$ cat config.mk
export PLATFORM = sky130hd
export DESIGN_NAME = seq_ripple_adder_flat
export DESIGN_NICKNAME = d
export VERILOG_FILES = /design/src/rtl/seq_ripple_adder_pkg.sv /design/src/rtl/seq_ripple_adder_if.sv /design/src/rtl/seq_ripple_adder_rca_digit.sv /design/src/rtl/seq_ripple_adder.sv /design/src/flat_wrapper.sv
export SDC_FILE = /design/constraint.sdc
export NUM_CORES = 1
export LEC_CHECK = 0
export BUFFER_PORTS_ARGS = -buffer_cell sky130_fd_sc_hd__buf_2
export CAP_MARGIN = 20
export CELL_PAD_IN_SITES_DETAIL_PLACEMENT = 0
export CELL_PAD_IN_SITES_GLOBAL_PLACEMENT = 1
export CORE_MARGIN = 2
export CORE_UTILIZATION = 25
export DETAILED_ROUTE_END_ITERATION = 8
export PLACE_DENSITY = 0.5
export SLEW_MARGIN = 40
export SYNTH_ARGS = -nofsm -noshare
export SYNTH_HDL_FRONTEND = slang
export SYNTH_SLANG_ARGS = --single-unit
$ cat constraint.sdc
create_clock -name clk -period 5 [get_ports clk]
set_input_delay 1 -clock clk [delete_from_list [all_inputs] [get_ports clk]]
set_output_delay 1 -clock clk [all_outputs]
set_load 0.05 [all_outputs]
$ cat src/rtl/seq_ripple_adder_pkg.sv
// ---------------------------------------------------------------------------
// seq_ripple_adder_pkg
// Shared definitions for the multi-cycle ripple adder/subtractor:
//   - state_e   : controller state codes (2-bit state register)
//   - cnt_width : digit-counter width for a given digit count (minimum 1)
// ---------------------------------------------------------------------------
package seq_ripple_adder_pkg;

  typedef enum logic [1:0] {
    S_IDLE = 2'd0,
    S_RUN  = 2'd1,
    S_DONE = 2'd2
  } state_e;

  // A single-digit operation still needs a 1-bit counter so the register exists.
  function automatic int cnt_width(input int ndig);
    return (ndig > 1) ? $clog2(ndig) : 1;
  endfunction

endpackage

$ cat src/rtl/seq_ripple_adder_if.sv
// ---------------------------------------------------------------------------
// seq_ripple_adder_if
// Request/result bundle of the sequential ripple adder.
//   master : drives start, sub, a, b, cin; observes busy, done, sum, cout, ovf
//   slave  : the adder itself (opposite directions)
// ---------------------------------------------------------------------------
interface seq_ripple_adder_if #(
  parameter int WIDTH = 8
);
  logic             start;
  logic             sub;
  logic [WIDTH-1:0] a;
  logic [WIDTH-1:0] b;
  logic             cin;
  logic             busy;
  logic             done;
  logic [WIDTH-1:0] sum;
  logic             cout;
  logic             ovf;

  modport master (
    output start, sub, a, b, cin,
    input  busy, done, sum, cout, ovf
  );

  modport slave (
    input  start, sub, a, b, cin,
    output busy, done, sum, cout, ovf
  );
endinterface

$ cat src/rtl/seq_ripple_adder_rca_digit.sv
// ---------------------------------------------------------------------------
// rca_digit
// Combinational DIGIT-bit ripple-carry slice built from a full-adder chain.
//   x, y  : digit operands
//   ci    : carry into bit 0
//   s     : digit sum
//   co    : carry out of the top bit
//   c_msb : carry into the top bit (with co gives signed overflow)
// ---------------------------------------------------------------------------
module rca_digit #(
  parameter int DIGIT = 2
) (
  input  logic [DIGIT-1:0] x,
  input  logic [DIGIT-1:0] y,
  input  logic             ci,
  output logic [DIGIT-1:0] s,
  output logic             co,
  output logic             c_msb
);

  logic [DIGIT:0] c;

  always_comb begin
    c    = '0;
    s    = '0;
    c[0] = ci;
    for (int i = 0; i < DIGIT; i++) begin
      s[i]   = x[i] ^ y[i] ^ c[i];
      c[i+1] = (x[i] & y[i]) | (c[i] & (x[i] ^ y[i]));
    end
  end

  assign co    = c[DIGIT];
  assign c_msb = c[DIGIT-1];

endmodule

$ cat src/rtl/seq_ripple_adder.sv
// ---------------------------------------------------------------------------
// seq_ripple_adder
// Multi-cycle ripple adder/subtractor: adds DIGIT bits per clock, LSB digit
// first, through a single rca_digit slice.
//   clk   : rising-edge clock
//   rst_n : asynchronous active-low reset
//   bus   : seq_ripple_adder_if.slave
//           start/sub/a/b/cin in (sampled when idle or done),
//           busy/done/sum/cout/ovf out
// sub=1 computes a + ~b + 1 (cin ignored); cout=1 then means no borrow.
// sum/cout/ovf update only on the completion edge.
// ---------------------------------------------------------------------------
module seq_ripple_adder
  import seq_ripple_adder_pkg::*;
#(
  parameter int WIDTH = 8,
  parameter int DIGIT = 2
) (
  input  logic                 clk,
  input  logic                 rst_n,
  seq_ripple_adder_if.slave    bus
);

  localparam int NDIG  = WIDTH / DIGIT;
  localparam int CNT_W = cnt_width(NDIG);
  localparam logic [CNT_W-1:0] LAST_CNT = CNT_W'(NDIG - 1);
  localparam int unsigned DIGIT_U = DIGIT;

  state_e           state_q, state_d;
  logic [CNT_W-1:0] cnt_q,   cnt_d;
  logic [WIDTH-1:0] a_q,     a_d;
  logic [WIDTH-1:0] b_q,     b_d;
  logic             c_q,     c_d;
  logic [WIDTH-1:0] res_q,   res_d;
  logic [WIDTH-1:0] sum_q,   sum_d;
  logic             cout_q,  cout_d;
  logic             ovf_q,   ovf_d;

  logic             accept;
  int unsigned      lsb;
  logic [DIGIT-1:0] x, y, s;
  logic             co, c_msb;

  // Bit position of the digit being processed this cycle.
  assign lsb = DIGIT_U * 32'(cnt_q);
  assign x   = a_q[lsb +: DIGIT];
  assign y   = b_q[lsb +: DIGIT];

  rca_digit #(
    .DIGIT (DIGIT)
  ) u_slice (
    .x     (x),
    .y     (y),
    .ci    (c_q),
    .s     (s),
    .co    (co),
    .c_msb (c_msb)
  );

  always_comb begin
    state_d = state_q;
    cnt_d   = cnt_q;
    a_d     = a_q;
    b_d     = b_q;
    c_d     = c_q;
    res_d   = res_q;
    sum_d   = sum_q;
    cout_d  = cout_q;
    ovf_d   = ovf_q;
    accept  = 1'b0;

    case (state_q)
      S_IDLE: accept = bus.start;
      S_RUN: begin
        res_d[lsb +: DIGIT] = s;
        c_d   = co;
        cnt_d = cnt_q + CNT_W'(1);
        if (cnt_q == LAST_CNT) begin
          // Final digit: publish the complete result in one step so
          // partial sums never reach the outputs.
          state_d = S_DONE;
          cnt_d   = '0;
          sum_d   = res_d;
          cout_d  = co;
          ovf_d   = c_msb ^ co;
        end
      end
      // DONE accepts a new request directly for back-to-back operation.
      S_DONE: begin
        state_d = S_IDLE;
        accept  = bus.start;
      end
      default: state_d = S_IDLE;
    endcase

    if (accept) begin
      state_d = S_RUN;
      cnt_d   = '0;
      a_d     = bus.a;
      b_d     = bus.sub ? ~bus.b : bus.b;
      c_d     = bus.sub ? 1'b1 : bus.cin;
      res_d   = '0;
    end
  end

  always_ff @(posedge clk or negedge rst_n) begin
    if (!rst_n) begin
      state_q <= S_IDLE;
      cnt_q   <= '0;
      a_q     <= '0;
      b_q     <= '0;
      c_q     <= 1'b0;
      res_q   <= '0;
      sum_q   <= '0;
      cout_q  <= 1'b0;
      ovf_q   <= 1'b0;
    end else begin
      state_q <= state_d;
      cnt_q   <= cnt_d;
      a_q     <= a_d;
      b_q     <= b_d;
      c_q     <= c_d;
      res_q   <= res_d;
      sum_q   <= sum_d;
      cout_q  <= cout_d;
      ovf_q   <= ovf_d;
    end
  end

  assign bus.busy = (state_q == S_RUN);
  assign bus.done = (state_q == S_DONE);
  assign bus.sum  = sum_q;
  assign bus.cout = cout_q;
  assign bus.ovf  = ovf_q;

endmodule

$ cat src/flat_wrapper.sv
// flat-port wrapper written by rule: the top's interface ports become plain ports
module seq_ripple_adder_flat import seq_ripple_adder_pkg::*;
#(
  parameter int WIDTH = 8,
  parameter int DIGIT = 2
)
  (clk, rst_n, bus_start, bus_sub, bus_a, bus_b, bus_cin, bus_busy, bus_done, bus_sum, bus_cout, bus_ovf);
  seq_ripple_adder_if #(.WIDTH(WIDTH)) bus_i ();
  input  logic clk;
  input  logic rst_n;
  input wire logic [$bits(bus_i.start)-1:0] bus_start;
  input wire logic [$bits(bus_i.sub)-1:0] bus_sub;
  input wire logic [$bits(bus_i.a)-1:0] bus_a;
  input wire logic [$bits(bus_i.b)-1:0] bus_b;
  input wire logic [$bits(bus_i.cin)-1:0] bus_cin;
  output wire logic [$bits(bus_i.busy)-1:0] bus_busy;
  output wire logic [$bits(bus_i.done)-1:0] bus_done;
  output wire logic [$bits(bus_i.sum)-1:0] bus_sum;
  output wire logic [$bits(bus_i.cout)-1:0] bus_cout;
  output wire logic [$bits(bus_i.ovf)-1:0] bus_ovf;
  assign bus_i.start = bus_start;
  assign bus_i.sub = bus_sub;
  assign bus_i.a = bus_a;
  assign bus_i.b = bus_b;
  assign bus_i.cin = bus_cin;
  assign bus_busy = bus_i.busy;
  assign bus_done = bus_i.done;
  assign bus_sum = bus_i.sum;
  assign bus_cout = bus_i.cout;
  assign bus_ovf = bus_i.ovf;
  seq_ripple_adder #(.WIDTH(WIDTH), .DIGIT(DIGIT)) u_core (.clk(clk), .rst_n(rst_n), .bus(bus_i));
endmodule
==> results.md <==
* Worst r2r src: u_core.cnt_q[0]
* Clock Power Share at 12.7%
* Async set-reset flop share out of synthesis at 100%
* Fmax at 356 MHz
* Clk_lat worst skew at 290 ps
* Ant diodes at 0
* Fill cell count at 853
* Outcome: finished clean
* Post-synth top area share at 49.6%
* Mapped Cells at 179
* Internal power at 893 µW
* # setup viols final at 0
* Die Wd at 92.7 µm
* Post-route ant nets at 0
* Final estimated routing congestion in global placement at 0.660
* Synthesized flop and latch total at 39
* P_leak at 0.00105 µW
* Reg2reg end: u_core.bus.sum[1]
* Setup WS post-layout at 2190 ps
* Rel. slew slack at 52.7%
* Critical Path Source Type: flop
* Worst hold path startpoint: u_core.a_q[1]
* CP cell instances: mux4_2, fa_1, fa_1, a21oi_1, a21oi_1
* Gr ovfl total at 0
* # port buffers at 32
* TritonCTS clock tree: built
* Peak VDD IR at 0.275 mV
* PostCTS Resize Cnt at 0
* Core footprint at 7690 µm²
* Hold_buf cts at 0
* Final Core Density at 29.4%
* Largest delay share family, worst path: adder cells
* Tmin final at 2810 ps
* H-tree levels at 2
* Max-cap violations at 0
* Hold Path Depth at 2
* Longest Clk Path Bufs at 2
* Dpl ws at 2190 ps
* RSZ-0062 raised after global routing: false
* Number of flops mapped to enable cells by yosys at 0
* Pwr dens at 750 nW/µm²
* Worst setup EP type: flop
* # rows at 32
* TritonCTS buffer count at 5
* Post-Route Setup TNS at 0 ps
* Syn-to-layout area delta at 14.8%
* Average vias per placed instance at 4.23
* Logic depth of the worst path, buffers included at 5
* Top FF cell, synth: dfrtp_1
* Clock root buffer: clkbuf_8
* Critical path's slowest cell: fa_1
* Vias after detailed routing at 1304
* Sequential element share of the synthesized area at 49.6%
* Share of layout cells above drive strength 1 at 24.8%
* Comb power frac at 54.2%
* CP peak stage delay at 740 ps
* CP Max Fanout at 14
* Final WL at 4220 µm
* First-pass GRT wire length at 7090 µm
* Setup Crit Path Kind: reg2reg
* Fin. Hold Viols at 0
* Worst slew pin tran at 710 ps
* Sequential Power Share at 33.0%
* Hold Path End: u_core.a_q[1]
* Worst hold path type: reg2reg
* Residual DRC at 0
* Worst Clk Skew at 8.26 ps
* Slew Viols, Final at 0
* Total GRT Usage at 10.8%
* Largest net degree at the start of global routing at 40
* Worst path bufs/invs at 0
* Worst-path clk slew at 80 ps
* Nets at 235
* Synth area leader: dfrtp_1
* Hpwl dp at 2890 µm
* Top Ports at 33
* Psw at 800 µW
* 1st-iter DRT viols at 49
* Period utilisation layout at 56.2%
* Die ar. at 8600 µm²
* Setup crit start: u_core.cnt_q[0]
* Syn Area/Cell at 11.0 µm²
* Number of global-route vias before repair at 1379
* Post-Syn Area at 1970 µm²
* Yosys cell types at 31
* Sw Ratio at 47.3%
* R2R Setup Slk at 2190 ps
* Synth top area cells: dfrtp_1, nand2_1, mux4_2
* Power, Total at 1690 µW
* Initial Util at 25.6%
* First-pass DRT Iterations at 3
* WL per Instance at 13.7 µm
* Register-to-Register Path Depth at 5
* Yosys warning total at 0
* Chip Height at 92.7 µm
* Initial antenna violation count at 0
* WP data required at 5210 ps
* Mapped Nets at 208
* CTS sink count at 39
* Critical Path AT at 3020 ps
* Setup bufs post-CTS at 0
-- through the flow --
step | hold WS, ps | area (µm²) | std cells
floorplan | 440 | 1970 | 179
global placement | 462 | 2170 | 301
detailed placement | 462 | 2170 | 301
CTS | 482 | 2260 | 308
global route | 501 | 2260 | 308
finish | 478 | 2260 | 308
-- final cells by class --
class | count | area, µm² | area share [%]
clock buffers | 6 | 82.6 | 3.65
clock inverters | 1 | 5.00 | 0.221
inverters | 3 | 18.8 | 0.831
multi-input cells | 125 | 887 | 39.3
flip-flops and latches | 39 | 976 | 43.2
well taps | 102 | 128 | 5.65
repair buffers | 32 | 163 | 7.20
-- per-layer routing --
layer | GRT usage [%] | up-vias | part of all wire [%]
met3 | 2.85 | 9 | 4.2
li1 | - | 671 | -
met5 | 0 | - | 0
met4 | 3.92 | 0 | 1.4
met2 | 17.0 | 28 | 47
met1 | 14.2 | 596 | 48
-- cell usage after synthesis (all sizes together), types with 2 or more instances --
cell,instances
a21oi,17
a32o,8
and4bb,3
buf,11
dfrtp,39
fa,2
ha,6
inv,3
mux2i,4
mux4,4
nand2,32
nand2b,2
nor2,12
nor2b,9
o21ai,9
xnor2,9
-- flip-flops by register name, summed over array words and instances (netlist names) --
register	flops
u_core.a_q	8
u_core.b_q	8
u_core.bus.sum	8
u_core.res_q	8
u_core.cnt_q	2
u_core.state_q	2
u_core.bus.cout	1
u_core.bus.ovf	1
u_core.c_q	1
-- power groups by stage --
stage | logic, µW | registers (µW) | clock network (µW)
finish | 918 | 559 | 216
global route | 1000 | 583 | 245
CTS | 933 | 564 | 225
detailed placement | 929 | 572 | 0
global placement | 926 | 569 | 0
floorplan | 613 | 673 | 0
-- kinds of logic after synthesis --
| family | count (synthesis) | share of synthesized area [%] |
|---|---|---|
| and+or+nand+nor | 62 | 15.9 |
| DFF | 39 | 49.6 |
| AOI/OAI and AO/OA | 37 | 12.0 |
| buffers and inverters | 15 | 5.47 |
| xor gates and xnor gates | 9 | 4.01 |
| muxes | 9 | 7.18 |
| adders and majority gates | 8 | 5.85 |
-- worst max-delay path by stage --
stage,endpoint,slack [ps]
after floorplan,u_core.res_q[1],2560
after global placement,u_core.bus.sum[5],2230
after detailed placement,u_core.bus.sum[1],2190
after CTS,u_core.bus.sum[1],2170
after global routing,u_core.bus.sum[1],2030
final,u_core.bus.sum[1],2190
-- cells in the final DEF (no fill, tap or decap) --
| cell type | netlist | routed |
|---|---|---|
| a21oi_1 | 17 | 17 |
| a221o_1 | 1 | 1 |
| a22o_1 | 1 | 1 |
| a32o_1 | 8 | 8 |
| and2b_1 | 1 | 1 |
| and3b_1 | 1 | 1 |
| and4b_1 | 1 | 1 |
| and4bb_2 | 3 | 3 |
| buf_2 | 4 | 31 |
| buf_4 | 4 | 1 |
| clkbuf_8 | 0 | 6 |
| clkinv_2 | 0 | 1 |
| dfrtp_1 | 39 | 39 |
| fa_1 | 2 | 2 |
| ha_1 | 6 | 6 |
| inv_1 | 2 | 2 |
| inv_8 | 1 | 1 |
| mux2_2 | 1 | 1 |
| mux2i_1 | 4 | 4 |
| mux4_2 | 4 | 4 |
| nand2_1 | 32 | 32 |
| nand2b_1 | 2 | 1 |
| nand2b_2 | 0 | 1 |
| nand3_1 | 1 | 1 |
| nor2_1 | 11 | 11 |
| nor2_2 | 1 | 1 |
| nor2b_1 | 8 | 8 |
| nor2b_4 | 1 | 1 |
| o21ai_0 | 7 | 7 |
| o21ai_1 | 2 | 2 |
| o31ai_1 | 1 | 1 |
| xnor2_1 | 9 | 9 |
-- worst register-to-register path: stages, from the launching register on --
cell and delay, ps:
dfrtp_1 670, mux4_2 600, fa_1 450, fa_1 740, a21oi_1 120, a21oi_1 150
No activity file was read; power rests on OpenSTA's default activity.
